`src/rtl/pipe_stage_elastic_if.sv`:
```
// rtl/pipe_stage_elastic_if.sv - valid/ready bundle carrying data and control for pipe_stage_elastic
interface pipe_stage_elastic_if #(
  parameter int DATA_WIDTH = 16,
  parameter int CTRL_WIDTH = 8
);
  logic                  valid;
  logic                  ready;
  logic [DATA_WIDTH-1:0] data;
  logic [CTRL_WIDTH-1:0] ctrl;

  // Producer side: offers entries, observes ready
  modport master (
    output valid,
    output data,
    output ctrl,
    input  ready
  );

  // Consumer side: receives entries, drives ready
  modport slave (
    input  valid,
    input  data,
    input  ctrl,
    output ready
  );
endinterface

```
`src/rtl/pipe_stage_elastic.sv`:
```
// rtl/pipe_stage_elastic.sv - elastic pipeline stage register; PIPE_STAGE_SKID_EN adds a registered-ready skid entry
module pipe_stage_elastic #(
  parameter int DATA_WIDTH = 16,
  parameter int CTRL_WIDTH = 8,
  parameter int CNT_WIDTH  = 16
) (
  input  logic                 clk,
  input  logic                 rst,
  input  logic                 flush,
  pipe_stage_elastic_if.slave  up,
  pipe_stage_elastic_if.master dn,
  output logic [CNT_WIDTH-1:0] stall_cnt
);

  typedef enum logic [1:0] {
    EMPTY = 2'b00,
    ONE   = 2'b01,
    FULL  = 2'b10
  } state_t;

  state_t                state;
  state_t                state_nx;
  logic [DATA_WIDTH-1:0] main_data;
  logic [CTRL_WIDTH-1:0] main_ctrl;
  logic                  holding;
  logic                  pop;
  logic                  accept;
  logic                  ready_int;
  logic                  load_main_in;

  assign holding = (state != EMPTY);
  assign pop     = holding && dn.ready;
  assign accept  = up.valid && ready_int && !flush;

`ifdef PIPE_STAGE_SKID_EN
  logic [DATA_WIDTH-1:0] skid_data;
  logic [CTRL_WIDTH-1:0] skid_ctrl;
  logic                  load_skid;
  logic                  load_main_skid;
  logic                  ready_q;

  // Registered ready: low only while the next state is FULL, so out_ready never reaches in_ready
  always_ff @(posedge clk) begin
    if (rst) begin
      ready_q <= 1'b1;
    end else begin
      ready_q <= (state_nx != FULL);
    end
  end

  // Reset masks the registered value so nothing is taken while rst is high
  assign ready_int = ready_q && !rst;
`else
  // Without a skid entry the stage can only take a new entry if the held one leaves this cycle
  assign ready_int = !rst && (!holding || dn.ready);
`endif

  // State register
  always_ff @(posedge clk) begin
    if (rst) begin
      state <= EMPTY;
    end else begin
      state <= state_nx;
    end
  end

  // Next-state and storage load selection; flush overrides everything and drops the input
  always_comb begin
    state_nx     = state;
    load_main_in = 1'b0;
`ifdef PIPE_STAGE_SKID_EN
    load_skid      = 1'b0;
    load_main_skid = 1'b0;
`endif
    case (state)
      EMPTY: begin
        if (accept) begin
          state_nx     = ONE;
          load_main_in = 1'b1;
        end
      end
      ONE: begin
        if (accept && pop) begin
          load_main_in = 1'b1;
        end else if (pop) begin
          state_nx = EMPTY;
        end
`ifdef PIPE_STAGE_SKID_EN
        else if (accept) begin
          state_nx  = FULL;
          load_skid = 1'b1;
        end
`endif
      end
`ifdef PIPE_STAGE_SKID_EN
      FULL: begin
        if (pop) begin
          state_nx       = ONE;
          load_main_skid = 1'b1;
        end
      end
`endif
      default: begin
        state_nx = EMPTY;
      end
    endcase
    if (flush) begin
      state_nx     = EMPTY;
      load_main_in = 1'b0;
`ifdef PIPE_STAGE_SKID_EN
      load_skid      = 1'b0;
      load_main_skid = 1'b0;
`endif
    end
  end

  // Outputs: control forced to zero on bubbles so no write-enable or halt leaks downstream
  always_comb begin
    dn.valid = holding;
    dn.data  = main_data;
    dn.ctrl  = holding ? main_ctrl : '0;
    up.ready = ready_int;
  end

  // Entry storage; main keeps its stale data when emptied or flushed
  always_ff @(posedge clk) begin
    if (rst) begin
      main_data <= '0;
      main_ctrl <= '0;
`ifdef PIPE_STAGE_SKID_EN
      skid_data <= '0;
      skid_ctrl <= '0;
`endif
    end else begin
      if (load_main_in) begin
        main_data <= up.data;
        main_ctrl <= up.ctrl;
      end
`ifdef PIPE_STAGE_SKID_EN
      else if (load_main_skid) begin
        main_data <= skid_data;
        main_ctrl <= skid_ctrl;
      end
      if (load_skid) begin
        skid_data <= up.data;
        skid_ctrl <= up.ctrl;
      end
`endif
    end
  end

  // Back-pressure counter: saturates, cleared only by reset (flush leaves it alone)
  always_ff @(posedge clk) begin
    if (rst) begin
      stall_cnt <= '0;
    end else if (holding && !dn.ready && (stall_cnt != {CNT_WIDTH{1'b1}})) begin
      stall_cnt <= stall_cnt + CNT_WIDTH'(1);
    end
  end

endmodule

```
`src/flat_wrapper.sv`:
```
// flat-port wrapper written by rule: the top's interface ports become plain ports
module pipe_stage_elastic_flat 
#(
  parameter int DATA_WIDTH = 16,
  parameter int CTRL_WIDTH = 8,
  parameter int CNT_WIDTH  = 16
)
  (clk, rst, flush, stall_cnt, up_valid, up_data, up_ctrl, up_ready, dn_valid, dn_data, dn_ctrl, dn_ready);
  pipe_stage_elastic_if #(.DATA_WIDTH(DATA_WIDTH), .CTRL_WIDTH(CTRL_WIDTH)) up_i ();
  pipe_stage_elastic_if #(.DATA_WIDTH(DATA_WIDTH), .CTRL_WIDTH(CTRL_WIDTH)) dn_i ();
  input  logic clk;
  input  logic rst;
  input  logic flush;
  output logic [CNT_WIDTH-1:0] stall_cnt;
  input wire logic [$bits(up_i.valid)-1:0] up_valid;
  input wire logic [$bits(up_i.data)-1:0] up_data;
  input wire logic [$bits(up_i.ctrl)-1:0] up_ctrl;
  output wire logic [$bits(up_i.ready)-1:0] up_ready;
  output wire logic [$bits(dn_i.valid)-1:0] dn_valid;
  output wire logic [$bits(dn_i.data)-1:0] dn_data;
  output wire logic [$bits(dn_i.ctrl)-1:0] dn_ctrl;
  input wire logic [$bits(dn_i.ready)-1:0] dn_ready;
  assign up_i.valid = up_valid;
  assign up_i.data = up_data;
  assign up_i.ctrl = up_ctrl;
  assign up_ready = up_i.ready;
  assign dn_valid = dn_i.valid;
  assign dn_data = dn_i.data;
  assign dn_ctrl = dn_i.ctrl;
  assign dn_i.ready = dn_ready;
  pipe_stage_elastic #(.DATA_WIDTH(DATA_WIDTH), .CTRL_WIDTH(CTRL_WIDTH), .CNT_WIDTH(CNT_WIDTH)) u_core (.clk(clk), .rst(rst), .flush(flush), .up(up_i), .dn(dn_i), .stall_cnt(stall_cnt));
endmodule
```
`config.mk`:
```
export PLATFORM = sky130hd
export DESIGN_NAME = pipe_stage_elastic_flat
export DESIGN_NICKNAME = d
export VERILOG_FILES = /design/src/rtl/pipe_stage_elastic_if.sv /design/src/rtl/pipe_stage_elastic.sv /design/src/flat_wrapper.sv
export SDC_FILE = /design/constraint.sdc
export NUM_CORES = 1
export LEC_CHECK = 0
export ABC_AREA = 0
export BUFFER_PORTS_ARGS = -buffer_cell sky130_fd_sc_hd__buf_2
export CAP_MARGIN = 20
export CORE_AREA = 2 2 68 64
export CTS_CLUSTER_SIZE = 30
export DETAILED_ROUTE_END_ITERATION = 10
export DIE_AREA = 0 0 70 66
export HOLD_SLACK_MARGIN = 0.02
export PLACE_DENSITY_LB_ADDON = 0.3
export SLEW_MARGIN = 5
export SYNTH_ARGS = -nofsm -noshare
export SYNTH_HDL_FRONTEND = slang
export SYNTH_SLANG_ARGS = --single-unit
```
`constraint.sdc`:
```
create_clock -name clk -period 2.1 [get_ports clk]
set_input_delay 0.21 -clock clk [delete_from_list [all_inputs] [get_ports clk]]
set_output_delay 0.21 -clock clk [all_outputs]
set_load 0.02 [all_outputs]
```
**Word level (Yosys, flattened, before mapping)**

Cells that the tools add are included.

- Logic and storage cells: 35
- Output and inout bits: 42
- Flip-flop bits (word level): 42

- Eq/ne operators: 5
- Add/subtract/negate cells: 1
- Reductions and logical operators: 16
- Mux-type cells: 9

Operator list:

| operator | count |
|---|---|
| $add 16x1->16 const B | 1 |
| $ne 16x16->1 const B | 1 |
| $mux 8 | 1 |
| $logic_and 1x1->1 | 7 |
| $mux 2 | 3 |
| $logic_not 1->1 | 4 |
| $ne 2x1->1 const B | 2 |
| $pmux 2 s2 | 1 |
| $mux 1 | 3 |
| $reduce_and 3->1 | 1 |
| $eq 2x1->1 const B | 1 |
| $logic_not 2->1 | 1 |
| $ne 2x2->1 const B | 1 |
| $pmux 1 s2 | 1 |
| $reduce_bool 2->1 | 1 |
| $reduce_or 2->1 | 1 |
| $logic_or 1x1->1 | 1 |

**Longest topological paths before layout**

Gate-level depths: netlist of the first run.

- Depth after elaboration: 10
- Gate-level depth with buffers: 7
- Depth with buffers taken out: 5

**Worst setup path after synthesis of the first run**

No wires, ideal clock.

- Kind: register to register
- From: reg u_core.stall_cnt[0]
- To: reg u_core.stall_cnt[1]
- Clock period less this slack: 1971 ps
- Setup slack: 129 ps
- Cell stages (with the launch flop): 8
- Arrival time: 1839 ps
- Cells stage by stage: dfxtp_1 -> ha_1 -> nand4_2 -> o41ai_4 -> buf_6 -> buf_12 -> mux2i_1 -> nor2_1

- Word-level cells in the longest chain between the ends: 2
- Elaborated cells on any way between the ends: 3
- Classes of those cells: add/sub (1); eq/ne (1); reduce/logical (1)

RTL lines:

| what | line | source |
|---|---|---|
| from (decl) | pipe_stage_elastic.sv:12 | `output logic [CNT_WIDTH-1:0] stall_cnt` |
| from (signal assigned) | pipe_stage_elastic.sv:157 | `stall_cnt <= stall_cnt + CNT_WIDTH'(1);` |
| parallel branches: the longest is 2 deep, another holds $add 16x1->16 | -- |  |

Several ways; the timed one is not identified.
A chain may end at the register's enable or synchronous reset.

**Final worst setup path of the first run**

- From: reg u_core.stall_cnt[0]
- To: reg u_core.stall_cnt[11]

The elaborated chain is that of the path after synthesis.

==> results.md, run 1 <==
- After synthesis the netlist holds a flip-flop and latch count of 41.
- Of the total synthesized cell area, the portion taken by AND, OR, NAND and NOR gates is 0.2937.
- Entering global routing, the biggest net connects 42 pins.
- The first global-routing pass estimated 6803 um of wire.
- The area inside the core boundary is 0.003909 mm2.
- The total met3 wirelength after detailed routing is 247 um.
- The clock root buffer is sky130_fd_sc_hd__clkbuf_8.
- The routed length on met1 is 1995 um.
- Setup repair after global routing left no endpoint under its margin.
- In this run the tightest slew margin relative to its limit is 0.6980.
- The post-synthesis async set-or-reset flop share is 0.
- The global-route usage over all layers is 0.1874.
- For this run, design rule violations remaining after detail routing come to 0.
- The total count of max-transition violations in the final report is 0.
- The starting DRC count in detailed routing is 93.
- The largest family of logic cells by synthesized area is simple AND/OR/NAND/NOR gates.
- In this run the cell area of the synthesized design comes to 0.001768 mm2.
- The portion of the post-synthesis area used by sequential elements is 0.4643.
- Relative to the synthesized area, the layout overhead comes to 26.75%.
- After detailed routing, the number of vias per cell comes to 5.161.
- Leaving out fill and tap cells, the most frequent cells in the layout are sky130_fd_sc_hd__buf_2, sky130_fd_sc_hd__nand2_1, sky130_fd_sc_hd__dfxtp_1.
- The die is 70 um wide.
- The die outline height is 66 um.
- In this run the static leakage power is 0.0009662 uW.
- The worst register-to-register path begins at u_core.stall_cnt[0].
- After filler insertion, the fill cell instance count of the layout stands at 401.
- The clock period minus worst slack is 1.866 ns.
- The full die area is 0.004620 mm2.
- The detailed-routing iteration count for the pre-antenna-repair pass is 4.
- The post-route clock skew is 0.004930 ns.
- The mux cell area share after synthesis is 0.005662.
- In this run the remaining antenna-violating nets after routing total 0.
- The average routed wire per standard cell is 12.31 um.
- The actual transition at the worst max-transition pin is 0.4530 ns.
- The worst setup path startpoint is u_core.stall_cnt[0].
- Of the cells placed in the final design, the portion with a size suffix greater than 1 is 0.3511.
- The number of nets at the end of the flow is 312.
- The number of hold buffers added after CTS was 0.
- STA classifies the critical path endpoint as a flip-flop.
- The commonest non-fill, non-tap cell in the layout is sky130_fd_sc_hd__buf_2.
- The power density normalized to cell area is 641.6 mW/mm2.
- Measured on the finished design, the core utilization comes to 0.5733.
- At the worst endpoint, the required time is 2.27 ns.
- The number of global-route vias before repair is 1,492.
- Wires add up to 4061 um.
- Setup violations remaining at the end of the flow were counted as 0.
- The synthesized design contains 0 enable-type register cells.
- After global routing the overflow that remains totals 0.
- The predominant post-synthesis flop cell is sky130_fd_sc_hd__dfxtp_1.
- The startpoint class of the critical path is a flip-flop.
- 0 antenna diodes ended up in the layout.
- Dividing the final minimum period by the clock period gives 0.8887.
- The setup check on the worst reg-to-reg path leaves a slack of 0.23 ns.
- The type of the most critical hold path is input port to flip-flop.
- The post-synthesis compound-gate area fraction was 0.1833.
- Of the total synthesized cell area, the portion taken by full adders, half adders and majority gates is 0.007077.
- The post-CTS setup buffer count is 0.
- The number of sinks driven by the clock tree is 41.
- The area of combinational cells with multiple inputs is 874.6 um2.
- TritonCTS built the clock tree.
- The buffer levels on the longest clock path is 2.
- The net count of the mapped netlist is 241.
- The initial antenna violation count is 0.
- The average instance in the mapped netlist occupies 8.379 um2.
- The clock transition time at the flip-flop clock pins of the worst setup and hold paths is 0.08 ns.
- The number of gates resized after CTS was 0.
- Counting every instance in the synthesized netlist gives 211.
- After detailed routing, no signal wire sits above met4.
- The initial core utilization is 0.4523.
- The sequential cell area is 820.8 um2.
- The final hold violation count came to 0.
- In this run the worst setup path terminates at u_core.stall_cnt[11].
- The largest fanout on the critical path is 11.
- Across all layers, the routed design uses 1,703 vias.
- The final RePlAce weighted congestion is 0.7762.
- The peak supply drop is 0.4077 mV.
- The startpoint identified for the worst hold timing path is up_data[7].
- Row generation in the floorplan step produced 22 rows.
- The count of synthesis-stage warnings from yosys is 0.
- The final setup TNS is 0 ns.
- Buffers placed on the I/O ports in this run total 70.
- Yosys mapped the design onto 30 distinct sky130hd cell types.
- In this run the count of I/O pins placed on the die edge is 71.
- The deepest level of the CTS H-tree is 2.
- Clock latency on the worst-skew pair, taken at its later pin, is 0.29 ns.
- Counting cells, the worst reg-to-reg path comes to 6.
- The number of max-cap violations is 0.
- The critical register-to-register path endpoint is u_core.stall_cnt[11].
- The flow ran to the end, and the final reports show no timing, DRC or antenna violations.
- The xor/xnor cell area share of the yosys netlist is 0.004954.
- The category of the critical setup timing path is flip-flop to flip-flop.
- Derived from the worst setup path, the maximum achievable clock frequency is 535.9 MHz.
- Counting the buffers created by CTS gives 5.
- The placed wire-length estimate is 2838 um.
- Summed over all nets, wire length on met2 after detailed routing comes to 1787 um.
- Data on the critical path arrives at its endpoint at 2.03 ns.
[cell families (layout without fill, tap and decap cells)]
group,count (synthesis),in the layout
compound gates,54,54
fa+ha+maj,1,1
simple gates,100,100
flops,41,41
buf+inv,13,84
mux,1,1
xor+xnor,1,1
[cell usage after synthesis (2+ instances only)]
master,count,area share
sky130_fd_sc_hd__a21oi_1,33,0.093
sky130_fd_sc_hd__a21oi_2,5,0.025
sky130_fd_sc_hd__and2_1,8,0.028
sky130_fd_sc_hd__and3_1,3,0.011
sky130_fd_sc_hd__and4_1,2,0.0099
sky130_fd_sc_hd__clkbuf_1,9,0.019
sky130_fd_sc_hd__dfxtp_1,41,0.46
sky130_fd_sc_hd__nand2_1,53,0.11
sky130_fd_sc_hd__nand3_1,6,0.017
sky130_fd_sc_hd__nand4_1,6,0.021
sky130_fd_sc_hd__nor2_1,4,0.0085
sky130_fd_sc_hd__o21ai_1,9,0.025
sky130_fd_sc_hd__o31ai_1,4,0.017
sky130_fd_sc_hd__or3_2,9,0.038
sky130_fd_sc_hd__or4_1,4,0.017
[critical path: stages (launching register included)]
cell,delay [ns]
sky130_fd_sc_hd__dfxtp_1,0.40
sky130_fd_sc_hd__ha_1,0.24
sky130_fd_sc_hd__nand4_2,0.14
sky130_fd_sc_hd__o41ai_4,0.53
sky130_fd_sc_hd__buf_4,0.25
sky130_fd_sc_hd__or3_2,0.13
sky130_fd_sc_hd__a21oi_2,0.05
[worst min-delay path by stage]
stage,endpoint,slack [ns],cells past startpoint
after detailed placement,u_core.main_ctrl[2],0.44,2
final,u_core.dn.data[7],0.14,3
after floorplan,u_core.state[0],0.33,1
after global placement,u_core.main_ctrl[7],0.44,2
after CTS,u_core.dn.data[7],0.14,3
after global routing,u_core.main_ctrl[6],0.15,3
[stage by stage]
| stage | hold slack (ns) | cells | power (uW) | setup slack, ns | area (um2) |
|---|---|---|---|---|---|
| after floorplan | 0.3341 | 211 | 888.9 | 0.1286 | 1768 |
| after global placement | 0.4383 | 323 | 938.7 | 0.2825 | 2155 |
| after detailed placement | 0.4437 | 323 | 940.9 | 0.2348 | 2155 |
| after CTS | 0.1366 | 330 | 1455 | 0.2162 | 2241 |
| after global routing | 0.1452 | 330 | 1501 | 0.07446 | 2241 |
| final | 0.1426 | 330 | 1438 | 0.2338 | 2241 |
[per-layer routing]
layer | vias up | track usage
met5 | - | 0
met4 | 0 | 0.05769
met3 | 4 | 0.07165
met2 | 49 | 0.2857
met1 | 772 | 0.2465
li1 | 878 | -
[final cells by class]
class	instances	share of cell area
sequential	41	0.3663
timing repair buffer	76	0.1764
clock buffer	7	0.03853
tap	48	0.02680
multi-input combinational	157	0.3903
inverter	1	0.001675
[where the power goes]
group / leakage [uW] / total (uW) / internal (uW) / switching [uW]
sequential: 0.000332 / 802 / 794 / 7.99
clock: 0.0000443 / 516 / 261 / 256
combinational: 0.000590 / 120 / 47.6 / 71.9
total: 0.000966 / 1440 / 1100 / 336
[state kept, by name, indices dropped and copies added, names as in the netlist]
register          flops
u_core.dn.data       16
u_core.state          1
u_core.stall_cnt     16
u_core.main_ctrl      8
No activity file was read; power rests on OpenSTA's default activity.
==> inputs of run 2 (changes only) <==
--- a/config.mk
+++ b/config.mk
@@ -5,13 +5,13 @@
 export SDC_FILE = /design/constraint.sdc
 export NUM_CORES = 1
 export LEC_CHECK = 0
-export ABC_AREA = 0
+export ABC_AREA = 1
 export BUFFER_PORTS_ARGS = -buffer_cell sky130_fd_sc_hd__buf_2
 export CAP_MARGIN = 20
-export CORE_AREA = 2 2 68 64
+export CORE_AREA = 2 2 71 66
 export CTS_CLUSTER_SIZE = 30
 export DETAILED_ROUTE_END_ITERATION = 10
-export DIE_AREA = 0 0 70 66
+export DIE_AREA = 0 0 73 68
 export HOLD_SLACK_MARGIN = 0.02
 export PLACE_DENSITY_LB_ADDON = 0.3
 export SLEW_MARGIN = 5
==> results.md, run 2 <==
- The flow ran to the end, and the final reports show no timing, DRC or antenna violations.
- The number of different library cells used by synthesis comes to 26.
- TritonCTS built the clock tree.
- The largest individual stage delay along the critical path comes from the cell sky130_fd_sc_hd__dfxtp_1.
- The signal on the critical path passes through inv_4 > nor2_8 > inv_2 > nor2_2 > nand3_1 > nand2_1 > nor2_1.
- The number of resized instances in the post-cts repair step is 0.
- The number of standard-cell rows in the floorplan is 23.
- The internal portion of the total power is 1247 uW.
- The floorplan step defined a core boundary enclosing 0.004288 mm2.
- Across the run, the number of max-cap violations was 0.
- By count the netlist is led by sky130_fd_sc_hd__nand2_1, sky130_fd_sc_hd__inv_1, sky130_fd_sc_hd__dfxtp_1.
- The least setup slack across all paths after layout is 0.4413 ns.
- The area of the mapped netlist is 0.001994 mm2.
- Data arrives at the worst endpoint at 1.86 ns.
- Setup repair after global routing left no endpoint under its margin.
- The initial antenna violation count is 0.
- The width of the die is 73 um.
- The number of nets handed over by synthesis was 315.
- The via count is 1,878.
- Along the worst path, the maximum fanout reaches 13.
- Detailed placement ended at an HPWL of 3108 um.
- Dividing the detail-routed via count by the number of cells gives 4.649.
- The type of the most critical hold path is input port to flip-flop.
- The static leakage power is 0.001189 uW.
- Once layout is complete, the utilization of the core stands at 0.5763.
- The number of global-route vias before repair came to 1,535.
- The total count of max-transition violations in the final report came to 0.
- Leaving out fill and tap cells, the most frequent cell in the layout is sky130_fd_sc_hd__buf_2.
- By area the synthesized netlist is led by sky130_fd_sc_hd__dfxtp_1, sky130_fd_sc_hd__nand2_1, sky130_fd_sc_hd__inv_1.
- For this run, the detailed router's first-pass iteration total came to 4.
- The synthesis-to-finish area growth is 23.90%.
- At the later pin of the worst-skew pair, clock insertion delay measures 0.30 ns.
- Synthesis inferred 41 register bits.
- The post-route total power is 1636 uW.
- In this run the number of H-tree levels came out at 2.
- The maximum clock rate is 602.9 MHz.
- The register-to-register setup slack is 0.44 ns.
- The clock root buffer is sky130_fd_sc_hd__clkbuf_8.
- The number of sinks driven by the clock tree is 41.
- The worst setup path is launched from a flip-flop.
- The category of the critical setup timing path is flip-flop to flip-flop.
- The cell with the most instances after synthesis is sky130_fd_sc_hd__nand2_1.
- The portion of the post-synthesis area used by sequential elements is 0.4115.
- At the worst endpoint, the required time is 2.30 ns.
- The full die area is 0.004964 mm2.
- The delay contributed by the slowest stage of the critical path is 0.55 ns.
- The share of total power dissipated in sequential elements is 0.500.
- The post-synthesis async set-or-reset flop share is 0.
- The final count of negative-setup-slack endpoints is 0.
- The number of hold buffers added after CTS was 0.
- For the pin with the worst max-slew slack, the measured transition is 0.5519 ns.
- The Yosys step of the flow raised 0 warnings.
- In the final layout, the share of cells above drive strength 1 is 0.2910.
- The detail route stage leaves a number of antenna-violating nets equal to 0.
- Timing analysis after detailed placement gives a worst setup slack of 0.4427 ns.
- Among all flip-flop cells after synthesis, the most frequent one is sky130_fd_sc_hd__dfxtp_1.
- The clock period minus worst slack is 1.659 ns.
- The port buffer count is 70.
- Measured against its own limit, the worst slew margin works out to 0.6317.
- After clock tree synthesis, the clock-pin slew on the worst setup and hold paths is 0.08 ns.
- The smallest hold slack is 0.1338 ns.
- The DRC violations left is 0.
- The switching power as a share of total power is 0.2382.
- The antenna cell count is 0.
- The clock passes through at most 2 buffers.
- For this design the total switching power over the nets is 389.8 uW.
- Leaving out fill and tap cells, the most frequent cells in the layout are sky130_fd_sc_hd__buf_2, sky130_fd_sc_hd__nand2_1, sky130_fd_sc_hd__inv_1.
- The part of the power in the clock network is 0.410.
- The number of standard cells after synthesis is 285.
- The cell type with the largest total area after synthesis is sky130_fd_sc_hd__dfxtp_1.
- The die outline height is 68 um.
- In the final design database the tool counted 383 nets.
- The clock arrives with 0.006537 ns of skew.
- Dividing total power by cell area gives a power density of 662.2 mW/mm2.
- VDD sags by at most 0.5543 mV.
- The global-route usage over all layers is 0.1733.
- The first global-routing pass estimated 6713 um of wire.
- The number of synthesized flops with an enable pin is 0.
- The final global-route overflow total is 0.
- The combinational share of power is 0.090.
- For this configuration, the core starts out at a cell density of 0.4651.
- Counting the buffers created by CTS gives 5.
- Buffers added to address setup during post-CTS repair amount to 0.
- The final hold violation count is 0.
- The cell depth of the worst flop-to-flop path is 7.
- In this run, the number of DRC markers left after iteration 0 of detailed routing was 88.
- In the final routed layout, each cell accounts on average for 10.67 um.
- The endpoint class of the critical path is a flip-flop.
- The final setup TNS is 0 ns.
- The mean post-synth cell area is 6.998 um2.
- Counting instances, the worst hold path has a depth of 2.
- The post-detailed-routing wire length is 4312 um.
- Of the available clock period, the critical path in the final layout requires 0.7899.
- The fraction of synthesized cell area taken by the top area cell type is 0.4115.
- Pin placement for this block handled 71 I/O pins.
- The congestion estimate from routability-driven global placement came to 0.8428.
- Entering global routing, the biggest net connects 49 pins.
[run 2: kinds of logic after synthesis]
kind of cell / after synthesis / synth area share
flip-flops: 41 / 0.4115
AO/OA/AOI/OAI: 60 / 0.1688
buffers and inverters: 64 / 0.1386
XOR/XNOR: 5 / 0.02196
adder cells (fa/ha/maj): 1 / 0.006273
AND/OR/NAND/NOR: 114 / 0.2528
[run 2: area by class of cell]
| type | instances | area, um2 |
|---|---|---|
| clock buffer | 6 | 82.58 |
| clock inverter | 2 | 37.54 |
| fill | 411 | 1817 |
| inverter | 52 | 197.7 |
| multi-input combinational | 180 | 897.1 |
| sequential | 41 | 820.8 |
| tap | 50 | 62.56 |
| timing repair buffer | 73 | 372.9 |
[run 2: through the flow]
stage	std cells	area, um2
6_report	404	2471
3_3_place_gp	396	2351
5_1_grt	404	2471
2_1_floorplan	285	1994
3_5_place_dp	396	2351
4_1_cts	404	2471
[run 2: final timing paths]
kind / startpoint / end
worst max-delay path: u_core.state[0] / u_core.stall_cnt[15]
worst min-delay path: up_valid / u_core.state[0]
worst max register to register: u_core.state[0] / u_core.stall_cnt[15]
worst min register to register: u_core.dn.data[5] / u_core.dn.data[5]
[run 2: power groups by stage]
stage	Combinational, uW	Sequential [uW]	Clock [uW]
final	148	818	671
after global routing	166	822	722
after CTS	149	819	688
after detailed placement	149	836	0
after global placement	148	836	0
after floorplan	72.5	857	0
[run 2: metal layers]
layer | vias up | GRT usage | share of wire
met5 | - | 0 | 0
met4 | 0 | 0.07639 | 0.017
met3 | 6 | 0.04271 | 0.052
met2 | 39 | 0.2646 | 0.45
met1 | 820 | 0.2318 | 0.48
li1 | 1013 | - | -
[run 2: worst max-delay path, delay by kind of cell, from the launching register on]
family                 cells  cell delay (ns)
DFF                        1             0.55
buffers and inverters      2             0.14
and+or+nand+nor            5             0.87
==> inputs of run 3 (changes only) <==
==> constraint.sdc (replaced) <==
create_clock -name clk -period 1.65 [get_ports clk]
set_input_delay 0.165 -clock clk [delete_from_list [all_inputs] [get_ports clk]]
set_output_delay 0.165 -clock clk [all_outputs]
set_load 0.02 [all_outputs]
==> results.md, run 3 (synthesis gave the netlist of run 2 again) <==
- The flow ran to the end, and the final reports show no timing, DRC or antenna violations.
- The TritonCTS clock tree is done.
- After clock tree synthesis, the setup repair step added 0 buffers.
- The full die area is 0.004964 mm2.
- Clock latency on the worst-skew pair, taken at its later pin, is 0.29 ns.
- Headroom to the max-slew limit came out at 0.7767.
- After detailed routing, the number of vias per cell comes to 4.672.
- The maximum number of pins on one net before global-route repair is 49.
- After global routing the overflow that remains totals 0.
- Dividing total power by cell area gives a power density of 826.9 mW/mm2.
- Overall power consumption after layout is estimated at 2077 uW.
- Summed over all nets, the half-perimeter wirelength after detailed placement is 3095 um.
- In the final routing, the length of wire on met1 measures 2066 um.
- The largest fanout on the critical path is 13.
- The first detailed-routing pass took 4 iterations.
- The static leakage power is 0.001212 uW.
- The clock passes through at most 2 buffers.
- The number of resized instances in the post-cts repair step is 1.
- The die outline height is 68 um.
- In the layout the commonest cells are sky130_fd_sc_hd__buf_2, sky130_fd_sc_hd__nand2_1, sky130_fd_sc_hd__inv_1.
- On the final layout, the worst clock skew is 0.008418 ns.
- Setup repair after global routing left no endpoint under its margin.
- The filler-free cell count of the finished design is 406.
- The number of max-cap violations is 0.
- The number of placed cells counting well taps is 398.
- At the worst endpoint, the arrival time is 1.69 ns.
- The port buffer count is 70.
- The critical path is of the flip-flop to flip-flop type.
- The number of nets at the end of the flow is 385.
- The global-route usage over all layers is 0.1749.
- Of the cells placed in the final design, the portion with a size suffix greater than 1 is 0.2921.
- The sequential cell area is 820.8 um2.
- Buffers inserted to repair hold after CTS numbered 0.
- The initialized floorplan defines 23 standard-cell rows.
- The total met3 wirelength after detailed routing is 216 um.
- The antenna cell count is 0.
- The final layout contains routed wiring with a total length of 4361 um.
- For this run, design rule violations remaining after detail routing come to 0.
- Measured along the x axis, the die boundary spans 73 um.
- In this run the remaining antenna-violating nets after routing total 0.
- The clock period could shrink to 1.508 ns.
- For this design the top-level I/O count stands at 71.
- The starting DRC count in detailed routing is 90.
- The area of combinational cells with multiple inputs is 902.1 um2.
- The initial utilization of the core area, before any placement, comes to 0.4651.
- The area inside the core boundary is 0.004288 mm2.
- The wire length on met2 is 2034 um.
- The commonest non-fill, non-tap cell in the layout is sky130_fd_sc_hd__buf_2.
- Buffers inserted during clock tree synthesis total 5.
- The initial antenna violation count came to 0.
- The startpoint class of the critical path is a flip-flop.
- Counting every sink on the clock net gives 41.
- The final hold violation count is 0.
- The highest metal layer carrying signal wires in the routed design is met4.
- The first global-routing pass estimated 6768 um of wire.
- The via count is 1,897.
- The smallest hold slack is 0.08376 ns.
- The endpoint class of the critical path is a flip-flop.
- The peak supply drop is 0.5559 mV.
- After clock tree synthesis, the clock-pin slew on the worst setup and hold paths is 0.08 ns.
- The synthesis-to-finish area growth is 25.97%.
- The total count of max-transition violations in the final report is 0.
- At the end of routability-driven placement, the weighted congestion stood at 0.8352.
- The deepest level of the CTS H-tree is 2.
- The filler cells instantiated in the layout total 440.
- The number of global-route vias before repair is 1,503.
- The min-delay analysis places its worst path in the category input port to flip-flop.
- The worst path required time is 1.84 ns.
- Clock tree synthesis selected as its root buffer the cell sky130_fd_sc_hd__clkbuf_8.
- Setup violations remaining at the end of the flow were counted as 0.
- In the finished design, the share of the clock period the worst path needs comes to 0.9142.
- After detailed routing, the average wire length per cell comes to 10.74 um.
- At the end of the flow the core is filled with cells to 0.5859.
- The actual transition at the worst max-transition pin is 0.3342 ns.
- For this run, the top clock speed supported by timing is 663.0 MHz.
## run 3: changes by cell type in the layout (fill, tap and decap cells not counted), sizes merged
cell / delta
buf: +2
clkbuf: +1
clkinvlp: -1
## run 3: cell type report
| cell class | instances | area share |
|---|---|---|
| clock buffers | 7 | 0.03436 |
| multi-input cells | 180 | 0.3591 |
| clock inverters | 1 | 0.01195 |
| well taps | 50 | 0.02490 |
| repair buffers | 75 | 0.1643 |
| inverters | 52 | 0.07869 |
| flip-flops and latches | 41 | 0.3267 |
## run 3: critical path, cell delays in order (launching register included)
cell and delay [ns]:
sky130_fd_sc_hd__dfxtp_1 0.35, sky130_fd_sc_hd__ha_1 0.23, sky130_fd_sc_hd__nand2_1 0.08, sky130_fd_sc_hd__nor2_1 0.04, sky130_fd_sc_hd__nand2_1 0.12, sky130_fd_sc_hd__nor2_1 0.09, sky130_fd_sc_hd__nor2_4 0.28, sky130_fd_sc_hd__nand3_1 0.12
sky130_fd_sc_hd__nand2_1 0.08, sky130_fd_sc_hd__nor2_1 0.03
## run 3: stage by stage
stage	cell area [um2]	TNS, ns	setup slack [ns]
CTS	2512	0	0.1325
global route	2512	0	0.01195
global placement	2391	0	0.07774
floorplan	1994	0	0.1318
detailed placement	2391	-0.003873	-0.003873
finish	2512	0	0.1416
## run 3: per-layer routing
metal	up-vias	track usage
li1	1024	-
met1	829	0.2311
met2	40	0.2782
met3	4	0.05155
met4	0	0.04861
met5	-	0
## run 3: worst paths after layout
kind / from / end / slack (ns) / cells past startpoint
worst min register to register: u_core.dn.data[5] / u_core.dn.data[5] / 0.44 / 2
worst min-delay path: rst / u_core.stall_cnt[2] / 0.08 / 2
worst max register to register: u_core.stall_cnt[1] / u_core.stall_cnt[15] / 0.14 / 9
worst max-delay path: u_core.stall_cnt[1] / u_core.stall_cnt[15] / 0.14 / 9
## run 3: report_power, final
part           total (uW)  switching [uW]  internal [uW]
registers            1040            16.4           1020
logic                 201             120           81.2
clock network         837             344            494
